--- src/rtl/linear_processing_element_pkg.sv ---
// rtl/linear_processing_element_pkg.sv - shared types and helpers for the linear processing element
//
// Package lpe_pkg:
//   up_class_e       : classification of a beat arriving on the up port
//   lpe_classify     : maps the OP1/RSLT tuser flags onto up_class_e
//   lpe_align_narrow : shifts a wide accumulator into the result format and
//                      narrows it (saturating when LPE_SATURATE_EN is defined,
//                      otherwise the caller keeps the low bits, i.e. wraps)
//   lpe_result_tag   : builds the tuser tag attached to an own result beat
package lpe_pkg;

   typedef enum logic [1:0] {
      UP_OP1,
      UP_RSLT,
      UP_ILLEGAL
   } up_class_e;

   // Working width for alignment; the accumulator must not exceed it.
   localparam int ALIGN_W = 64;

   function automatic up_class_e lpe_classify(input logic op1_flag, input logic rslt_flag);
      if (op1_flag && !rslt_flag) return UP_OP1;
      if (rslt_flag && !op1_flag) return UP_RSLT;
      return UP_ILLEGAL;
   endfunction

   // Arithmetic right shift floors, which gives truncation toward -inf.
   function automatic logic signed [ALIGN_W-1:0] lpe_align_narrow(
      input logic signed [ALIGN_W-1:0] acc,
      input int shift,
      input int width
   );
      logic signed [ALIGN_W-1:0] v;
`ifdef LPE_SATURATE_EN
      logic signed [ALIGN_W-1:0] max_v;
      logic signed [ALIGN_W-1:0] min_v;
`endif
      v = (shift >= 0) ? (acc >>> shift) : (acc <<< (-shift));
`ifdef LPE_SATURATE_EN
      max_v = (64'sd1 <<< (width - 1)) - 64'sd1;
      min_v = -max_v - 64'sd1;
      if (v > max_v) v = max_v;
      else if (v < min_v) v = min_v;
`else
      if (width < 0) v = '0;
`endif
      return v;
   endfunction

   function automatic logic [31:0] lpe_result_tag(
      input int rslt_mask,
      input int user_width,
      input int dest,
      input int id
   );
      return 32'(rslt_mask | (dest << ((user_width - 2) / 2)) | id);
   endfunction

endpackage

--- src/rtl/linear_processing_element_if.sv ---
// rtl/linear_processing_element_if.sv - stream interface used on all four ports of the cell
//
// Signals: tdata[DATA_W], tvalid, tready, tlast, tuser[USER_W]
// Modports: master drives tdata/tvalid/tlast/tuser and samples tready;
//           slave is the mirror image.
interface linear_processing_element_if #(
   parameter int DATA_W = 16,
   parameter int USER_W = 8
);
   logic [DATA_W-1:0] tdata;
   logic              tvalid;
   logic              tready;
   logic              tlast;
   logic [USER_W-1:0] tuser;

   modport master (output tdata, output tvalid, output tlast, output tuser, input tready);
   modport slave  (input tdata, input tvalid, input tlast, input tuser, output tready);
endinterface

--- src/rtl/linear_processing_element_mac.sv ---
// rtl/linear_processing_element_mac.sv - multiply-accumulate core of the processing element
//
// Module lpe_mac
//   clk, rst_n : clock, asynchronous active-low reset
//   en_i       : a pair is consumed this cycle
//   last_i     : the consumed pair closes the frame
//   op0_i/op1_i: raw operands (zero- or sign-extended per IS_UNSIGNED_*)
//   result_o   : aligned, narrowed frame result, updated on the last pair
module lpe_mac
   import lpe_pkg::*;
#(
   parameter int DATA_WIDTH_OP0       = 16,
   parameter int FRACTIONAL_BITS_OP0  = 12,
   parameter bit IS_UNSIGNED_OP0      = 1'b0,
   parameter int DATA_WIDTH_OP1       = 16,
   parameter int FRACTIONAL_BITS_OP1  = 12,
   parameter bit IS_UNSIGNED_OP1      = 1'b0,
   parameter int DATA_WIDTH_RSLT      = 16,
   parameter int FRACTIONAL_BITS_RSLT = 12
) (
   input  logic                       clk,
   input  logic                       rst_n,
   input  logic                       en_i,
   input  logic                       last_i,
   input  logic [DATA_WIDTH_OP0-1:0]  op0_i,
   input  logic [DATA_WIDTH_OP1-1:0]  op1_i,
   output logic [DATA_WIDTH_RSLT-1:0] result_o
);
   localparam int PROD_W = DATA_WIDTH_OP0 + DATA_WIDTH_OP1 + 2;
   localparam int ACC_W  = DATA_WIDTH_OP0 + DATA_WIDTH_OP1 + 8;
   localparam int SHIFT  = FRACTIONAL_BITS_OP0 + FRACTIONAL_BITS_OP1 - FRACTIONAL_BITS_RSLT;

   // One extra bit lets unsigned operands share the signed multiplier.
   logic signed [DATA_WIDTH_OP0:0] op0_ext;
   logic signed [DATA_WIDTH_OP1:0] op1_ext;
   logic signed [PROD_W-1:0]       prod;
   logic signed [ACC_W-1:0]        sum;
   logic signed [ALIGN_W-1:0]      sum_wide;
   logic signed [ALIGN_W-1:0]      aligned;
   logic                           unused_aligned_hi;

   logic signed [ACC_W-1:0]        acc_q, acc_d;
   logic [DATA_WIDTH_RSLT-1:0]     result_q, result_d;

   assign op0_ext  = IS_UNSIGNED_OP0 ? {1'b0, op0_i} : {op0_i[DATA_WIDTH_OP0-1], op0_i};
   assign op1_ext  = IS_UNSIGNED_OP1 ? {1'b0, op1_i} : {op1_i[DATA_WIDTH_OP1-1], op1_i};
   assign prod     = op0_ext * op1_ext;
   assign sum      = acc_q + $signed({{(ACC_W-PROD_W){prod[PROD_W-1]}}, prod});
   assign sum_wide = $signed({{(ALIGN_W-ACC_W){sum[ACC_W-1]}}, sum});
   assign aligned  = lpe_align_narrow(sum_wide, SHIFT, DATA_WIDTH_RSLT);
   assign unused_aligned_hi = ^aligned[ALIGN_W-1:DATA_WIDTH_RSLT];

   always_comb begin
      acc_d    = acc_q;
      result_d = result_q;
      if (en_i) begin
         if (last_i) begin
            acc_d    = '0;
            result_d = aligned[DATA_WIDTH_RSLT-1:0];
         end else begin
            acc_d    = sum;
         end
      end
   end

   always_ff @(posedge clk or negedge rst_n) begin
      if (!rst_n) begin
         acc_q    <= '0;
         result_q <= '0;
      end else begin
         acc_q    <= acc_d;
         result_q <= result_d;
      end
   end

   assign result_o = result_q;
endmodule

--- src/rtl/linear_processing_element.sv ---
// rtl/linear_processing_element.sv - one cell of a systolic matrix-vector array
//
// Ports:
//   clk, rst            : clock, asynchronous active-low reset
//   s_axis_up (slave)   : op1 beats (tuser OP1 flag) or upstream results (RSLT flag)
//   s_axis_left (slave) : op0 beats
//   m_axis_down (master): forwarded op1 / upstream results / own result
//   m_axis_right(master): forwarded op0
//   err_unalligned_data : sticky, paired beats disagreed on tlast
//   err_user_flag       : sticky, up beat carried both or neither flag
// Build option: LPE_SATURATE_EN selects saturating result narrowing.
module linear_processing_element
   import lpe_pkg::*;
#(
   parameter int PE_NUMBER_I          = 1,
   parameter int PE_NUMBER_J          = 1,
   parameter int PE_POSITION_I        = 0,
   parameter int PE_POSITION_J        = 0,
   parameter int DATA_WIDTH_OP0       = 16,
   parameter int FRACTIONAL_BITS_OP0  = 12,
   parameter bit IS_UNSIGNED_OP0      = 1'b0,
   parameter int DATA_WIDTH_OP1       = 16,
   parameter int FRACTIONAL_BITS_OP1  = 12,
   parameter bit IS_UNSIGNED_OP1      = 1'b0,
   parameter int DATA_WIDTH_RSLT      = 16,
   parameter int FRACTIONAL_BITS_RSLT = 12,
   parameter int USER_WIDTH           = 8,
   parameter int OUTPUT_DEST          = 1,
   parameter int OUTPUT_ID            = 1,
   parameter int DATA_WIDTH_U_D       = (DATA_WIDTH_OP1 > DATA_WIDTH_RSLT) ? DATA_WIDTH_OP1 : DATA_WIDTH_RSLT,
   parameter int DATA_WIDTH_L_R       = 16,
   parameter int OP1_USER_MASK        = 1 << (USER_WIDTH - 2),
   parameter int RSLT_USER_MASK       = 1 << (USER_WIDTH - 1)
) (
   input  logic                        clk,
   input  logic                        rst,
   linear_processing_element_if.slave  s_axis_up,
   linear_processing_element_if.slave  s_axis_left,
   linear_processing_element_if.master m_axis_down,
   linear_processing_element_if.master m_axis_right,
   output logic                        err_unalligned_data,
   output logic                        err_user_flag
);
   localparam bit LAST_ROW = (PE_POSITION_I == PE_NUMBER_I - 1);
   localparam bit LAST_COL = (PE_POSITION_J == PE_NUMBER_J - 1);
   localparam logic [USER_WIDTH-1:0] OP1_M  = USER_WIDTH'(OP1_USER_MASK);
   localparam logic [USER_WIDTH-1:0] RSLT_M = USER_WIDTH'(RSLT_USER_MASK);
   localparam logic [USER_WIDTH-1:0] RSLT_TAG =
      USER_WIDTH'(lpe_result_tag(RSLT_USER_MASK, USER_WIDTH, OUTPUT_DEST, OUTPUT_ID));

   up_class_e up_class;
   logic right_free, down_free;
   logic pair_fire, rslt_fire, drop_fire, pair_last;
   logic [DATA_WIDTH_RSLT-1:0] mac_result;
   logic unused_left_user;

   logic                      down_valid_q, down_valid_d;
   logic [DATA_WIDTH_U_D-1:0] down_data_q,  down_data_d;
   logic                      down_last_q,  down_last_d;
   logic [USER_WIDTH-1:0]     down_user_q,  down_user_d;
   logic                      right_valid_q, right_valid_d;
   logic [DATA_WIDTH_L_R-1:0] right_data_q,  right_data_d;
   logic                      right_last_q,  right_last_d;
   logic                      pend_q, pend_d;
   logic                      err_unal_q, err_unal_d;
   logic                      err_user_q, err_user_d;

   assign unused_left_user = ^s_axis_left.tuser;
   assign up_class = lpe_classify(|(s_axis_up.tuser & OP1_M), |(s_axis_up.tuser & RSLT_M));

   // Last column has no right neighbour, so the right register never blocks;
   // last row drops op1, so a pair does not need the down register then.
   assign right_free = LAST_COL || !right_valid_q || m_axis_right.tready;
   assign down_free  = !down_valid_q || m_axis_down.tready;

   assign pair_fire = s_axis_left.tvalid && s_axis_up.tvalid && (up_class == UP_OP1) &&
                      !pend_q && right_free && (LAST_ROW || down_free);
   assign rslt_fire = s_axis_up.tvalid && (up_class == UP_RSLT) && !pend_q && down_free;
   assign drop_fire = s_axis_up.tvalid && (up_class == UP_ILLEGAL) && !pend_q;
   assign pair_last = s_axis_left.tlast || s_axis_up.tlast;

   assign s_axis_left.tready = pair_fire;
   assign s_axis_up.tready   = pair_fire || rslt_fire || drop_fire;

   lpe_mac #(
      .DATA_WIDTH_OP0      (DATA_WIDTH_OP0),
      .FRACTIONAL_BITS_OP0 (FRACTIONAL_BITS_OP0),
      .IS_UNSIGNED_OP0     (IS_UNSIGNED_OP0),
      .DATA_WIDTH_OP1      (DATA_WIDTH_OP1),
      .FRACTIONAL_BITS_OP1 (FRACTIONAL_BITS_OP1),
      .IS_UNSIGNED_OP1     (IS_UNSIGNED_OP1),
      .DATA_WIDTH_RSLT     (DATA_WIDTH_RSLT),
      .FRACTIONAL_BITS_RSLT(FRACTIONAL_BITS_RSLT)
   ) u_mac (
      .clk     (clk),
      .rst_n   (rst),
      .en_i    (pair_fire),
      .last_i  (pair_last),
      .op0_i   (s_axis_left.tdata[DATA_WIDTH_OP0-1:0]),
      .op1_i   (s_axis_up.tdata[DATA_WIDTH_OP1-1:0]),
      .result_o(mac_result)
   );

   always_comb begin
      down_valid_d  = down_valid_q;
      down_data_d   = down_data_q;
      down_last_d   = down_last_q;
      down_user_d   = down_user_q;
      right_valid_d = right_valid_q;
      right_data_d  = right_data_q;
      right_last_d  = right_last_q;
      // A pending own result waits until the down register frees up.
      pend_d        = pend_q ? !down_free : (pair_fire && pair_last);
      err_unal_d    = err_unal_q || (pair_fire && (s_axis_left.tlast != s_axis_up.tlast));
      err_user_d    = err_user_q || drop_fire;

      if (down_free) begin
         down_valid_d = 1'b0;
         if (pend_q) begin
            down_valid_d = 1'b1;
            down_data_d  = DATA_WIDTH_U_D'($signed(mac_result));
            down_last_d  = 1'b1;
            down_user_d  = RSLT_TAG;
         end else if ((pair_fire && !LAST_ROW) || rslt_fire) begin
            down_valid_d = 1'b1;
            down_data_d  = s_axis_up.tdata;
            down_last_d  = s_axis_up.tlast;
            down_user_d  = s_axis_up.tuser;
         end
      end

      if (right_free) begin
         right_valid_d = 1'b0;
         if (pair_fire && !LAST_COL) begin
            right_valid_d = 1'b1;
            right_data_d  = s_axis_left.tdata;
            right_last_d  = s_axis_left.tlast;
         end
      end
   end

   always_ff @(posedge clk or negedge rst) begin
      if (!rst) begin
         down_valid_q  <= 1'b0;
         down_data_q   <= '0;
         down_last_q   <= 1'b0;
         down_user_q   <= '0;
         right_valid_q <= 1'b0;
         right_data_q  <= '0;
         right_last_q  <= 1'b0;
         pend_q        <= 1'b0;
         err_unal_q    <= 1'b0;
         err_user_q    <= 1'b0;
      end else begin
         down_valid_q  <= down_valid_d;
         down_data_q   <= down_data_d;
         down_last_q   <= down_last_d;
         down_user_q   <= down_user_d;
         right_valid_q <= right_valid_d;
         right_data_q  <= right_data_d;
         right_last_q  <= right_last_d;
         pend_q        <= pend_d;
         err_unal_q    <= err_unal_d;
         err_user_q    <= err_user_d;
      end
   end

   assign m_axis_down.tvalid  = down_valid_q;
   assign m_axis_down.tdata   = down_data_q;
   assign m_axis_down.tlast   = down_last_q;
   assign m_axis_down.tuser   = down_user_q;
   assign m_axis_right.tvalid = right_valid_q;
   assign m_axis_right.tdata  = right_data_q;
   assign m_axis_right.tlast  = right_last_q;
   assign m_axis_right.tuser  = '0;
   assign err_unalligned_data = err_unal_q;
   assign err_user_flag       = err_user_q;
endmodule

--- src/flat_wrapper.sv ---
// flat-port wrapper written by rule: the top's interface ports become plain ports
module linear_processing_element_flat import lpe_pkg::*;
#(
   parameter int PE_NUMBER_I          = 1,
   parameter int PE_NUMBER_J          = 1,
   parameter int PE_POSITION_I        = 0,
   parameter int PE_POSITION_J        = 0,
   parameter int DATA_WIDTH_OP0       = 16,
   parameter int FRACTIONAL_BITS_OP0  = 12,
   parameter bit IS_UNSIGNED_OP0      = 1'b0,
   parameter int DATA_WIDTH_OP1       = 16,
   parameter int FRACTIONAL_BITS_OP1  = 12,
   parameter bit IS_UNSIGNED_OP1      = 1'b0,
   parameter int DATA_WIDTH_RSLT      = 16,
   parameter int FRACTIONAL_BITS_RSLT = 12,
   parameter int USER_WIDTH           = 8,
   parameter int OUTPUT_DEST          = 1,
   parameter int OUTPUT_ID            = 1,
   parameter int DATA_WIDTH_U_D       = (DATA_WIDTH_OP1 > DATA_WIDTH_RSLT) ? DATA_WIDTH_OP1 : DATA_WIDTH_RSLT,
   parameter int DATA_WIDTH_L_R       = 16,
   parameter int OP1_USER_MASK        = 1 << (USER_WIDTH - 2),
   parameter int RSLT_USER_MASK       = 1 << (USER_WIDTH - 1)
)
  (clk, rst, err_unalligned_data, err_user_flag, s_axis_up_tdata, s_axis_up_tvalid, s_axis_up_tlast, s_axis_up_tuser, s_axis_up_tready, s_axis_left_tdata, s_axis_left_tvalid, s_axis_left_tlast, s_axis_left_tuser, s_axis_left_tready, m_axis_down_tdata, m_axis_down_tvalid, m_axis_down_tlast, m_axis_down_tuser, m_axis_down_tready, m_axis_right_tdata, m_axis_right_tvalid, m_axis_right_tlast, m_axis_right_tuser, m_axis_right_tready);
  linear_processing_element_if #(.DATA_W(16), .USER_W(8)) s_axis_up_i ();
  linear_processing_element_if #(.DATA_W(16), .USER_W(8)) s_axis_left_i ();
  linear_processing_element_if #(.DATA_W(16), .USER_W(8)) m_axis_down_i ();
  linear_processing_element_if #(.DATA_W(16), .USER_W(8)) m_axis_right_i ();
  input  logic clk;
  input  logic rst;
  output logic err_unalligned_data;
  output logic err_user_flag;
  input wire logic [$bits(s_axis_up_i.tdata)-1:0] s_axis_up_tdata;
  input wire logic [$bits(s_axis_up_i.tvalid)-1:0] s_axis_up_tvalid;
  input wire logic [$bits(s_axis_up_i.tlast)-1:0] s_axis_up_tlast;
  input wire logic [$bits(s_axis_up_i.tuser)-1:0] s_axis_up_tuser;
  output wire logic [$bits(s_axis_up_i.tready)-1:0] s_axis_up_tready;
  input wire logic [$bits(s_axis_left_i.tdata)-1:0] s_axis_left_tdata;
  input wire logic [$bits(s_axis_left_i.tvalid)-1:0] s_axis_left_tvalid;
  input wire logic [$bits(s_axis_left_i.tlast)-1:0] s_axis_left_tlast;
  input wire logic [$bits(s_axis_left_i.tuser)-1:0] s_axis_left_tuser;
  output wire logic [$bits(s_axis_left_i.tready)-1:0] s_axis_left_tready;
  output wire logic [$bits(m_axis_down_i.tdata)-1:0] m_axis_down_tdata;
  output wire logic [$bits(m_axis_down_i.tvalid)-1:0] m_axis_down_tvalid;
  output wire logic [$bits(m_axis_down_i.tlast)-1:0] m_axis_down_tlast;
  output wire logic [$bits(m_axis_down_i.tuser)-1:0] m_axis_down_tuser;
  input wire logic [$bits(m_axis_down_i.tready)-1:0] m_axis_down_tready;
  output wire logic [$bits(m_axis_right_i.tdata)-1:0] m_axis_right_tdata;
  output wire logic [$bits(m_axis_right_i.tvalid)-1:0] m_axis_right_tvalid;
  output wire logic [$bits(m_axis_right_i.tlast)-1:0] m_axis_right_tlast;
  output wire logic [$bits(m_axis_right_i.tuser)-1:0] m_axis_right_tuser;
  input wire logic [$bits(m_axis_right_i.tready)-1:0] m_axis_right_tready;
  assign s_axis_up_i.tdata = s_axis_up_tdata;
  assign s_axis_up_i.tvalid = s_axis_up_tvalid;
  assign s_axis_up_i.tlast = s_axis_up_tlast;
  assign s_axis_up_i.tuser = s_axis_up_tuser;
  assign s_axis_up_tready = s_axis_up_i.tready;
  assign s_axis_left_i.tdata = s_axis_left_tdata;
  assign s_axis_left_i.tvalid = s_axis_left_tvalid;
  assign s_axis_left_i.tlast = s_axis_left_tlast;
  assign s_axis_left_i.tuser = s_axis_left_tuser;
  assign s_axis_left_tready = s_axis_left_i.tready;
  assign m_axis_down_tdata = m_axis_down_i.tdata;
  assign m_axis_down_tvalid = m_axis_down_i.tvalid;
  assign m_axis_down_tlast = m_axis_down_i.tlast;
  assign m_axis_down_tuser = m_axis_down_i.tuser;
  assign m_axis_down_i.tready = m_axis_down_tready;
  assign m_axis_right_tdata = m_axis_right_i.tdata;
  assign m_axis_right_tvalid = m_axis_right_i.tvalid;
  assign m_axis_right_tlast = m_axis_right_i.tlast;
  assign m_axis_right_tuser = m_axis_right_i.tuser;
  assign m_axis_right_i.tready = m_axis_right_tready;
  linear_processing_element #(.PE_NUMBER_I(PE_NUMBER_I), .PE_NUMBER_J(PE_NUMBER_J), .PE_POSITION_I(PE_POSITION_I), .PE_POSITION_J(PE_POSITION_J), .DATA_WIDTH_OP0(DATA_WIDTH_OP0), .FRACTIONAL_BITS_OP0(FRACTIONAL_BITS_OP0), .IS_UNSIGNED_OP0(IS_UNSIGNED_OP0), .DATA_WIDTH_OP1(DATA_WIDTH_OP1), .FRACTIONAL_BITS_OP1(FRACTIONAL_BITS_OP1), .IS_UNSIGNED_OP1(IS_UNSIGNED_OP1), .DATA_WIDTH_RSLT(DATA_WIDTH_RSLT), .FRACTIONAL_BITS_RSLT(FRACTIONAL_BITS_RSLT), .USER_WIDTH(USER_WIDTH), .OUTPUT_DEST(OUTPUT_DEST), .OUTPUT_ID(OUTPUT_ID), .DATA_WIDTH_U_D(DATA_WIDTH_U_D), .DATA_WIDTH_L_R(DATA_WIDTH_L_R), .OP1_USER_MASK(OP1_USER_MASK), .RSLT_USER_MASK(RSLT_USER_MASK)) u_core (.clk(clk), .rst(rst), .s_axis_up(s_axis_up_i), .s_axis_left(s_axis_left_i), .m_axis_down(m_axis_down_i), .m_axis_right(m_axis_right_i), .err_unalligned_data(err_unalligned_data), .err_user_flag(err_user_flag));
endmodule
--- config.mk ---
export PLATFORM = sky130hd
export DESIGN_NAME = linear_processing_element_flat
export DESIGN_NICKNAME = d
export VERILOG_FILES = /design/src/rtl/linear_processing_element_pkg.sv /design/src/rtl/linear_processing_element_if.sv /design/src/rtl/linear_processing_element_mac.sv /design/src/rtl/linear_processing_element.sv /design/src/flat_wrapper.sv
export SDC_FILE = /design/constraint.sdc
export NUM_CORES = 1
export LEC_CHECK = 0
export BUFFER_PORTS_ARGS = -buffer_cell sky130_fd_sc_hd__buf_2
export CORE_ASPECT_RATIO = 1.75
export CORE_MARGIN = 1.5
export CORE_UTILIZATION = 30
export CTS_CLUSTER_SIZE = 16
export DETAILED_ROUTE_END_ITERATION = 16
export PLACE_DENSITY = 0.47
export SYNTH_ARGS = -nofsm -noshare
export SYNTH_HDL_FRONTEND = slang
export SYNTH_HIERARCHICAL = 1
export SYNTH_SLANG_ARGS = --single-unit
--- constraint.sdc ---
create_clock -name clk -period 4.5 [get_ports clk]
set_input_delay 0.675 -clock clk [delete_from_list [all_inputs] [get_ports clk]]
set_output_delay 0.675 -clock clk [all_outputs]
set_load 0.05 [all_outputs]
Word-level counts from Yosys, hierarchy flattened
Index checks and enable logic that the tools add are counted.

storage, ports and cells
  output and inout port bits = 56
  bits in registers = 85
  bits of input ports = 56
  logic and storage cells = 58

cells by class
  reductions and logical operators = 27
  multipliers = 1
  eq/ne operators = 3
  muxes and demuxes = 17
  add/sub/neg operators = 1

operator list
  operator                                              number
  adder 40 x 32 -> 40 bit                               1
  2-to-1 mux 40 bit                                     1
  multiplier 16 x 16 -> 32 bit                          1
  2-to-1 mux 16 bit                                     2
  2-to-1 mux 8 bit                                      2
  logical AND 1 bit                                     12
  2-to-1 mux 1 bit                                      8
  2-to-1 mux 2 bit                                      4
  logical OR 1 bit                                      6
  zero test 1 bit                                       5
  AND reduction 2 bit                                   2
  equality test 2 x 1 -> 1 bit (second input constant)  1
  equality test 2 bit (second input constant)           1
  zero test 2 bit                                       1
  nonzero test 2 bit                                    1
  inequality test 1 bit                                 1

Logic depth before layout (Yosys ltp)
Gate-level depths: netlist (run 1).

  depth in word-level cells = 12
  gate-level depth with buffers = 23
  mapped depth without buffers = 22

Cells and area by module
The synthesis (run 1) kept the hierarchy.

by module, submodules not included
  module                     cells an instance  seq. area each (um^2)  area an instance (um^2)  times used
  lpe_mac                    1,250              1,101.1                11,493.5                 1
  linear_processing_element  146                725.7                  1,547.7                  1

Least setup slack after synthesis (run 1)
OpenSTA, ideal clock, no wires.

  path type = input to register
  from = input port s_axis_left_tdata[15]
  to = register u_core.u_mac.acc_q[27]
  path buffers = 1
  arrival time = 5.893 ns
  stages = 20
  setup time = 0.141 ns
  data required time = 4.359 ns
  slack = -1.534 ns
  path through = clkbuf_1 -> nand2_1 -> fa_1 -> inv_1 -> fa_1 -> inv_1 -> fa_1 -> inv_1 -> fa_1 -> fa_1 -> inv_1 -> fa_1 -> inv_1 -> ha_1 -> a21o_1 -> a21o_1 -> a221o_1 -> a21oi_1 -> xnor2_1 -> o22ai_1

on the way
  cells in the longest elaborated chain, start to end = 3

ends and longest elaborated chain
  item                          RTL line                             source
  start: declaration            flat_wrapper.sv:38                   input wire logic [$bits(s_axis_left_i.tdata)-1:0] s_axis_left_tdata;
  multiplier 16 x 16 -> 32 bit  linear_processing_element_mac.sv:47  assign prod = op0_ext * op1_ext;
  adder 40 x 32 -> 40 bit       linear_processing_element_mac.sv:48  assign sum = acc_q + $signed({{(ACC_W-PROD_W){prod[PROD_W-1]}}, prod});
  2-to-1 mux 40 bit             linear_processing_element_mac.sv:57  if (last_i) begin
  end signal: assignment        linear_processing_element_mac.sv:68  acc_q <= '0;
  end signal: assignment        linear_processing_element_mac.sv:71  acc_q <= acc_d;
  end: declaration              linear_processing_element_mac.sv:42  logic signed [ACC_W-1:0] acc_q, acc_d;

Every way passes these cells.
A chain may end at the register's enable or synchronous reset.

Worst setup path in the final report (run 1)
  from = input port s_axis_up_tdata[8]
  to = register u_core.u_mac.acc_q[27]

on the way
  cells in the longest elaborated chain, start to end = 3

ends and longest elaborated chain
  item                          RTL line                             source
  start: declaration            flat_wrapper.sv:33                   input wire logic [$bits(s_axis_up_i.tdata)-1:0] s_axis_up_tdata;
  multiplier 16 x 16 -> 32 bit  linear_processing_element_mac.sv:47
  adder 40 x 32 -> 40 bit       linear_processing_element_mac.sv:48
  2-to-1 mux 40 bit             linear_processing_element_mac.sv:57

Every way passes these cells.

==> results of run 1 <==
[cells by family after synthesis]
group	count (synthesis)	synth area share
flip-flops	73	0.140
buffers and inverters	441	0.137
adder cells (fa/ha/maj)	347	0.480
XOR/XNOR	46	0.0309
multiplexers	18	0.0140
AND/OR/NAND/NOR	321	0.124
other	1	0.000288
AO/OA/AOI/OAI	149	0.0738
[layout make-up]
class	count	area (sq um)
fillers	4305	25500
inverters	366	1380
clock inverters	4	51.3
well taps	561	702
repair buffers	268	2550
multi-input cells	907	10400
flip-flops and latches	73	1830
clock buffers	12	246
[critical path, cell delays in order]
cell and delay (ps):
buf_12 110, buf_8 120, buf_6 110, buf_6 110, and2_4 140, fa_1 590, inv_2 80, fa_2 580
inv_2 40, fa_1 490, inv_2 40, fa_1 550, inv_2 40, fa_1 510, inv_2 40, fa_1 510
inv_2 50, ha_4 240, and4_1 160, a221o_1 360, a21oi_4 140, xnor2_2 130, o22ai_1 80
[metal layers]
| layer | vias to the layer above | global-route usage |
|---|---|---|
| met3 | 54 | 0.00951 |
| li1 | 4528 | - |
| met5 | - | 0 |
| met1 | 5086 | 0.182 |
| met4 | 0 | 0.0625 |
| met2 | 137 | 0.380 |
[cells in the mapped netlist, types with 2 or more instances]
library cell	count	area (sq um)
xor2_1	11	96.3
buf_2	2	10.0
a21o_1	15	113
mux2_2	2	22.5
ha_1	92	1150
buf_4	26	195
inv_1	365	1370
nand2_1	138	518
o22ai_1	21	131
o21a_1	3	22.5
and2_1	131	820
nand4_1	4	25.0
xnor2_1	35	307
nor2_1	20	75.1
nand3_1	4	20.0
clkbuf_1	42	158
a22o_1	5	43.8
fa_1	255	5100
nand3b_1	5	37.5
mux2i_1	16	160
a21oi_1	22	110
o21ai_0	43	215
a2bb2oi_1	2	17.5
o21ai_1	21	105
o22a_1	2	17.5
o21bai_1	2	15.0
buf_6	4	45.0
nand2b_1	12	75.1
dfrtp_1	73	1830
[worst max path at each step]
stage | start | endpoint
final | s_axis_up_tdata[8] | u_core/u_mac/acc_q[27]$_DFFE_PN0P_
after global routing | s_axis_up_tdata[4] | u_core/u_mac/acc_q[24]$_DFFE_PN0P_
after CTS | s_axis_left_tdata[4] | u_core/u_mac/acc_q[22]$_DFFE_PN0P_
after detailed placement | s_axis_up_tdata[10] | u_core/u_mac/acc_q[27]$_DFFE_PN0P_
after global placement | s_axis_up_tdata[10] | u_core/u_mac/result_o[11]$_DFFE_PN0P_
after floorplan | s_axis_left_tdata[15] | u_core/u_mac/acc_q[27]$_DFFE_PN0P_
[sequential cells by signal, summed over array words and instances (netlist names)]
register / count
u_core/m_axis_down.tlast: 1
u_core/m_axis_down.tdata: 16
u_core/u_mac/acc_q: 28
u_core/err_user_flag: 1
u_core/m_axis_down.tvalid: 1
u_core/err_unalligned_data: 1
u_core/m_axis_down.tuser: 8
u_core/u_mac/result_o: 16
u_core/pend_q: 1
[metrics by stage]
stage               worst slack [ps]  setup TNS [ps]
global placement               -1810          -54180
detailed placement             -1790          -54680
finish                         -1230          -32770
floorplan                      -1180          -29340
CTS                            -1200          -33030
global route                   -1370          -38970
[repair_timing]
item	in CTS	in global routing
pin swaps	122	111
setup endpoints to repair	36	38
gates cloned	5	3
resized for setup	182	138
setup buffers	16	23
hold buffers	0	0
==> impl_metrics.py, run 1 <==
metrics = {
    "sta": {
        "fmax_mhz": 175,
        "slew_violations": 0,
        "skew_ps": 12.1,
        "finalSetupViolCount": 36,
        "tightestPinTransition_ps": 1040,
        "min_period_over_period": 1.27,
        "min_period_ps": 5730,
        "relSlewSlack": 0.306,
        "finalHoldViolCount": 0,
        "fin_hold_ws_ps": 454,
        "setup_ws_ps": -1230,
        "rsz0062_at_grt": "yes",
    },
    "detailed_routing": {
        "vias": 9805,
        "drt_iter0_drc": 320,
        "wl_mm": 39.2,
        "dr.pass1.iters": 4,
        "wl_met2_mm": 23.9,
        "ant_nets": 0,
        "vias_per_cell": 4.48,
        "met1_length_mm": 13.3,
        "wl_met3_um": 580,
        "drc": 0,
        "highest_layer": "met4",
        "detail_route.wl_per_cell_um": 17.9,
    },
    "grt": {
        "grt_max_degree": 74,
        "grt_pass1_wl_mm": 60.9,
        "antenna_found_initial": 0,
        "gr-total-overflow": 0,
        "gr-usage-all-layers": 0.181,
        "grt_pass1_vias": 11028,
    },
    "worst_setup_path": {
        "end_kind": "register",
        "path_max_fanout": 6,
        "r2r-end": "u_core/u_mac/acc_q[25]$_DFFE_PN0P_",
        "rrSetupSlack_ps": -350,
        "rr_startpoint": "u_core/u_mac/acc_q[15]$_DFFE_PN0P_",
        "path_class": "input port to register",
        "r2r_cells": 20,
        "startpoint_type": "input port",
        "worstPathArrival_ps": 5890,
        "cp.required_ps": 4660,
    },
    "finish": {
        "postLayoutCoreUtil": 0.403,
        "drive_above_1_share": 0.311,
        "area_growth_pct": 31.7,
        "final_area_sq_mm": 0.0172,
        "final_common_cell": "inv_1",
        "nets": 2028,
        "final_cell_mix": "313 x inv_1, 234 x fa_1, 145 x buf_4, 123 x nand2_1, 90 x and2_1",
        "antenna_cells": 0,
        "instances_no_fill": 2191,
    },
    "yosys": {
        "yosysSeqAreaShare": 0.140,
        "ys_warn_count": 6,
        "synthCells": 1396,
        "synth_seq_cells": 73,
        "async_reset_ff_frac": 1.00,
        "avgSynthCellArea_sq_um": 9.34,
        "synth_cell_types": 52,
        "netlist_area_sq_mm": 0.0130,
        "synth_ff_type": "dfrtp_1",
        "synth_edf_count": 0,
    },
    "floorplanning": {
        "die_y_um": 279,
        "initial_core_util": 0.306,
        "die_w_um": 161,
        "coreArea_sq_mm": 0.0427,
        "die_area_sq_mm": 0.0448,
        "rows": 100,
        "ios": 112,
    },
    "clock_network": {
        "clk_latency_ps": 340,
        "numCtsBuffers": 9,
        "cts_tree": "yes",
        "cts_buffer_depth": 2,
        "root_buffer": "clkbuf_16",
        "clk_pin_slew_worst_paths_ps": 60,
        "clkSinkCount": 73,
        "cts_max_level": 3,
    },
    "min_path": {
        "whs_path_depth": 1,
        "hold_class": "register to register",
        "hold_end": "u_core/err_unalligned_data$_DFF_PN0_",
        "hp-start": "u_core/err_unalligned_data$_DFF_PN0_",
    },
    "placed_design": {
        "post-place-cells": 2131,
        "port_buffers": 76,
        "gp_congestion": 0.841,
        "placed_cell_area_sq_mm": 0.0153,
        "hpwl_mm": 31.8,
    },
    "run": {
        "cap_violations": 0,
    },
    "outcome": {
        "violations": "negative setup slack",
        "status": "finished with violations",
    },
}
Power of run 1 is left out: the tool's default activity adds up to more than one toggle a clock period on the data nets, which glitch-free logic cannot reach.
==> run 2: changes to the inputs <==
Clock period 4.5 ns to 4.63 ns, I/O delays scaled along.
==> impl_metrics.py, run 2 (synthesis gave the netlist of run 1 again) <==
metrics = {
    "clock_network": {
        "cts_hold_buffers": 0,
        "clk_latency_ps": 340,
        "clkSinkCount": 73,
        "root_buffer": "clkbuf_16",
        "cts_max_level": 3,
        "numCtsBuffers": 9,
        "cts_buffer_depth": 2,
        "cts_tree": "yes",
        "clk_pin_slew_worst_paths_ps": 60,
    },
    "detailed_routing": {
        "vias": 9690,
        "wl_mm": 37.9,
        "dr.pass1.iters": 5,
        "vias_per_cell": 4.46,
        "drt_iter0_drc": 374,
        "ant_nets": 0,
        "drc": 0,
        "detail_route.wl_per_cell_um": 17.4,
    },
    "finish": {
        "area_growth_pct": 27.9,
        "largest_reg_flops": 28,
        "final_common_cell": "inv_1",
        "nets": 2005,
        "instances_no_fill": 2171,
        "drive_above_1_share": 0.268,
        "final_cell_mix": "338 x inv_1, 240 x fa_1, 138 x buf_4, 126 x nand2_1, 102 x and2_1",
        "regMostFlops": "u_core/u_mac/acc_q",
    },
    "sta": {
        "skew_ps": 9.51,
        "slew_violations": 0,
        "setup_ws_ps": -1120,
        "finalSetupViolCount": 34,
        "min_period_ps": 5750,
        "tightestPinTransition_ps": 1080,
        "fmax_mhz": 174,
        "rsz0062_at_grt": "yes",
        "finalHoldViolCount": 0,
        "relSlewSlack": 0.282,
        "min_period_over_period": 1.24,
    },
    "outcome": {
        "violations": "negative setup slack",
        "status": "finished with violations",
    },
    "grt": {
        "gr-total-overflow": 0,
        "grt_pass1_wl_mm": 58.3,
        "grt_pass1_vias": 10888,
        "gr-usage-all-layers": 0.172,
        "grt_max_degree": 74,
        "antenna_found_initial": 2,
    },
    "placed_design": {
        "hpwl_mm": 31.6,
        "dp_slack_ps": -1730,
        "gp_congestion": 0.838,
        "post-place-cells": 2128,
        "port_buffers": 76,
    },
    "worst_setup_path": {
        "rrSetupSlack_ps": -200,
        "end_kind": "register",
        "cp_top_family": "adder cells",
        "cp.required_ps": 4790,
        "crit_path_cell_trace": "buf_16, and2_4, fa_1, inv_2, fa_1, fa_1, inv_1, fa_1, fa_1, inv_1, fa_1, inv_2, ha_4, nand4_1, or2_4, o32ai_4, a31oi_4, a21oi_2, xnor2_1, buf_4, o22ai_1",
        "rr_startpoint": "u_core/u_mac/acc_q[9]$_DFFE_PN0P_",
        "crit_top_cell": "fa_1",
        "r2r-end": "u_core/u_mac/acc_q[24]$_DFFE_PN0P_",
        "cp_num_buf_inv": 6,
        "worstPathArrival_ps": 5910,
        "r2r_cells": 18,
        "startpoint_type": "input port",
        "cpMaxStageDelayCell": "fa_1",
        "path_class": "input port to register",
        "cp_slowest_stage_delay_ps": 540,
        "path_max_fanout": 6,
    },
    "floorplanning": {
        "coreArea_sq_mm": 0.0427,
        "die_y_um": 279,
        "ios": 112,
        "rows": 100,
        "initial_core_util": 0.306,
        "die_w_um": 161,
        "die_area_sq_mm": 0.0448,
    },
    "min_path": {
        "whs_path_depth": 1,
        "hold_end": "u_core/err_unalligned_data$_DFF_PN0_",
        "hold_class": "register to register",
        "hp-start": "u_core/err_unalligned_data$_DFF_PN0_",
    },
    "run": {
        "cap_violations": 0,
    },
}
## run 2: cell count changes in the layout (fill, tap and decap cells not counted), moves of 6 or more
| cell | before | now |
|---|---|---|
| inv_1 | 313 | 338 |
| inv_2 | 52 | 27 |
| and2_1 | 90 | 102 |
| and2_4 | 41 | 29 |
| buf_12 | 19 | 10 |
| buf_4 | 145 | 138 |
| fa_1 | 234 | 240 |
| fa_2 | 21 | 15 |
## run 2: layout make-up
cell class                 count  area, sq um
sequential                    73         1830
fill                        4350        26000
inverter                     366         1380
clock buffer                  10          239
multi-input combinational    907        10300
clock inverter                 6          105
timing repair buffer         245         2110
tap                          561          702
antenna                        3         7.51
## run 2: worst register-to-register path, delay by kind of cell, from the launching register on
kind            cells  cell delay, ps
buf+inv             5             340
compound gates      6            1230
fa+ha+maj           6            2500
xor+xnor            1             170
flops               1             410
## run 2: routing by layer
layer | GRT usage | part of all wire
met3 | 0.0186 | 0.022
met1 | 0.170 | 0.33
met2 | 0.357 | 0.61
met4 | 0.0630 | 0.041
met5 | 0 | 0
## run 2: stage by stage
step | util | instance area, sq um | hold WS [ps] | TNS [ps]
floorplan | - | 13700 | 399 | -25590
global placement | 0.358 | 15300 | 437 | -49560
detailed placement | 0.358 | 15300 | 441 | -50460
CTS | 0.377 | 16100 | 454 | -29020
global route | 0.391 | 16700 | 467 | -35060
finish | 0.391 | 16700 | 454 | -29870
## run 2: what timing repair did
| item | 4_1_cts | 5_1_grt |
|---|---|---|
| gates resized for setup | 116 | 98 |
| buffers inserted | 10 | 10 |
| gates cloned | 0 | 4 |
| pin swaps | 64 | 78 |
| hold endpoints to repair | 0 | 0 |
| endpoints found under the setup margin | 36 | 36 |
## run 2: worst max-delay path by stage
stage | startpoint | to | cells past startpoint | slack (ps)
3_5_place_dp | s_axis_up_tdata[10] | u_core/u_mac/acc_q[27]$_DFFE_PN0P_ | 20 | -1730
2_1_floorplan | s_axis_left_tdata[15] | u_core/u_mac/acc_q[27]$_DFFE_PN0P_ | 23 | -1070
4_1_cts | s_axis_left_tdata[6] | u_core/u_mac/acc_q[22]$_DFFE_PN0P_ | 20 | -1070
5_1_grt | s_axis_left_tdata[15] | u_core/u_mac/acc_q[25]$_DFFE_PN0P_ | 25 | -1260
3_3_place_gp | s_axis_up_tdata[4] | u_core/u_mac/acc_q[24]$_DFFE_PN0P_ | 21 | -1640
6_report | s_axis_up_tdata[4] | u_core/u_mac/acc_q[24]$_DFFE_PN0P_ | 21 | -1120
Power of run 2 is left out for the same reason.
==> run 3: changes to the inputs <==
Settings changed: ABC_AREA set to 1.
==> impl_metrics.py, run 3 <==
metrics = {
    "outcome": {
        "status": "finished with violations",
        "violations": "negative setup slack",
    },
    "floorplanning": {
        "rows": 103,
        "die_y_um": 286,
        "ios": 112,
        "coreArea_sq_mm": 0.0452,
        "die_w_um": 165,
        "initial_core_util": 0.304,
        "die_area_sq_mm": 0.0472,
    },
    "clock_network": {
        "cts_max_level": 3,
        "root_buffer": "clkbuf_16",
        "cts_hold_buffers": 0,
        "clk_latency_ps": 360,
        "clkSinkCount": 73,
        "cts_tree": "yes",
        "cts_buffer_depth": 2,
        "numCtsBuffers": 9,
        "clk_pin_slew_worst_paths_ps": 60,
    },
    "grt": {
        "gr-usage-all-layers": 0.195,
        "gr-total-overflow": 0,
        "grt_max_degree": 74,
        "antenna_found_initial": 0,
        "grt_pass1_vias": 13002,
        "grt_pass1_wl_mm": 69.4,
    },
    "finish": {
        "instances_no_fill": 2591,
        "antenna_cells": 0,
        "final_cell_mix": "483 x nand2_1, 463 x inv_1, 243 x fa_1, 153 x buf_4, 73 x dfrtp_1",
        "area_growth_pct": 31.7,
        "regMostFlops": "u_core/u_mac/acc_q",
        "nets": 2412,
        "drive_above_1_share": 0.266,
        "final_common_cell": "nand2_1",
        "largest_reg_flops": 28,
    },
    "worst_setup_path": {
        "path_class": "input port to register",
        "cp.required_ps": 4920,
        "path_max_fanout": 8,
        "end_kind": "register",
        "worstPathArrival_ps": 5800,
        "startpoint_type": "input port",
    },
    "sta": {
        "min_period_ps": 5500,
        "fin_hold_ws_ps": 470,
        "setup_ws_ps": -872,
        "fmax_mhz": 182,
        "finalHoldViolCount": 0,
        "min_period_over_period": 1.19,
        "rsz0062_at_grt": "yes",
        "slew_violations": 0,
        "relSlewSlack": 0.314,
        "tightestPinTransition_ps": 1030,
        "skew_ps": 9.15,
        "finalSetupViolCount": 35,
    },
    "min_path": {
        "hold_class": "register to register",
    },
    "detailed_routing": {
        "ant_nets": 0,
        "wl_mm": 43.0,
        "drt_iter0_drc": 409,
        "dr.pass1.iters": 5,
        "detail_route.wl_per_cell_um": 16.6,
        "vias": 11500,
        "vias_per_cell": 4.44,
        "drc": 0,
    },
    "run": {
        "cap_violations": 0,
    },
    "yosys": {
        "async_reset_ff_frac": 1.00,
        "synth_common_cells": "537 x nand2_1, 509 x inv_1, 255 x fa_1",
        "ys_warn_count": 6,
        "yosysMostFrequentCell": "nand2_1",
        "avgSynthCellArea_sq_um": 7.72,
        "yosysSeqAreaShare": 0.133,
        "synth_edf_count": 0,
        "synth_cell_types": 40,
        "synth_ff_type": "dfrtp_1",
        "netlist_area_sq_mm": 0.0138,
        "synth_seq_cells": 73,
        "yosysTopAreaCell": "fa_1",
        "synthTopCellsByArea": "fa_1 37%, nand2_1 15%, inv_1 14%, dfrtp_1 13%, ha_1 8.4%",
        "synthCells": 1783,
        "synth.top_cell.area_share": 0.371,
    },
    "placed_design": {
        "post-place-cells": 2537,
        "gp_congestion": 0.858,
        "port_buffers": 76,
        "dp_slack_ps": -1510,
        "hpwl_mm": 36.0,
    },
}
## run 3: cell types whose count changed in the layout (fill, tap and decap cells not counted), sizes merged, moves of 12 or more
cell / before / now
xnor2: 35 / 5
and2: 131 / 0
o22ai: 21 / 1
nand3: 4 / 47
a21o: 15 / 0
buf: 239 / 285
mux2i: 16 / 0
nor2: 20 / 39
o21ai: 64 / 29
inv: 365 / 513
nand2: 138 / 545
nand2b: 12 / 0
## run 3: cell families (layout without fill, tap and decap cells)
kind of cell / after synthesis / count (layout) / share of synthesized area
fa+ha+maj: 347 / 347 / 0.454
xor+xnor: 10 / 10 / 0.00636
compound gates: 74 / 74 / 0.0316
other cells: 1 / 26 / 0.000272
buf+inv: 608 / 814 / 0.177
simple gates: 670 / 670 / 0.198
flops: 73 / 73 / 0.133
## run 3: timing repair
item / in CTS / in global routing
endpoints found under the setup margin: 37 / 37
gates resized for setup: 232 / 93
pin swaps: 84 / 58
cloned: 1 / 0
buffers inserted: 22 / 16
endpoints found under the hold margin: 0 / 0
## run 3: metrics by stage
| step | util | setup TNS [ps] | cell area (sq um) |
|---|---|---|---|
| CTS | 0.391 | -22750 | 17700 |
| floorplan | - | -21120 | 14600 |
| detailed placement | 0.359 | -42760 | 16300 |
| global route | 0.401 | -30860 | 18100 |
| finish | 0.401 | -25480 | 18100 |
| global placement | 0.359 | -42630 | 16300 |
## run 3: cell type report
type	count	area, sq um
fillers	4634	27100
multi-input cells	1127	10700
repair buffers	285	2610
inverters	513	1940
flip-flops and latches	73	1830
well taps	577	722
clock buffers	12	256
clock inverters	4	75.1
## run 3: worst paths after layout
| kind | startpoint | to | slack, ps | depth (start not counted) |
|---|---|---|---|---|
| setup / recovery | s_axis_up_tdata[4] | u_core/u_mac/acc_q[24]$_DFFE_PN0P_ | -870 | 26 |
| hold / removal | u_core/m_axis_down.tuser[4]$_DFFE_PN0P_ | u_core/m_axis_down.tuser[4]$_DFFE_PN0P_ | 470 | 2 |
| setup reg to reg | u_core/u_mac/acc_q[15]$_DFFE_PN0P_ | u_core/u_mac/result_o[14]$_DFFE_PN0P_ | -10 | 20 |
| hold reg to reg | u_core/m_axis_down.tuser[4]$_DFFE_PN0P_ | u_core/m_axis_down.tuser[4]$_DFFE_PN0P_ | 470 | 2 |
| max in group asynchronous | rst | u_core/u_mac/acc_q[3]$_DFFE_PN0P_ | 3450 | 1 |
| min in group asynchronous | rst | u_core/u_mac/acc_q[23]$_DFFE_PN0P_ | 520 | 1 |
## run 3: critical path, stage by stage
cell and delay (ps):
buf_12 120, buf_4 140, buf_8 120, nand2_2 50
inv_2 40, fa_1 520, inv_1 50, fa_2 520
fa_1 430, fa_1 550, inv_1 50, fa_1 500
inv_2 40, fa_1 500, inv_2 50, ha_4 290
a21oi_4 210, buf_6 120, inv_2 30, nor2_1 100
nor3_1 70, o21ai_1 180, nand3_1 110, nand2_1 110
nand3_2 110, nand2_1 70
## run 3: layer usage
metal / part of all wire / GRT usage
met5: 0 / 0
met4: 0.038 / 0.0691
met3: 0.026 / 0.0160
met2: 0.58 / 0.389
met1: 0.36 / 0.206
Power of run 3 is left out for the same reason.
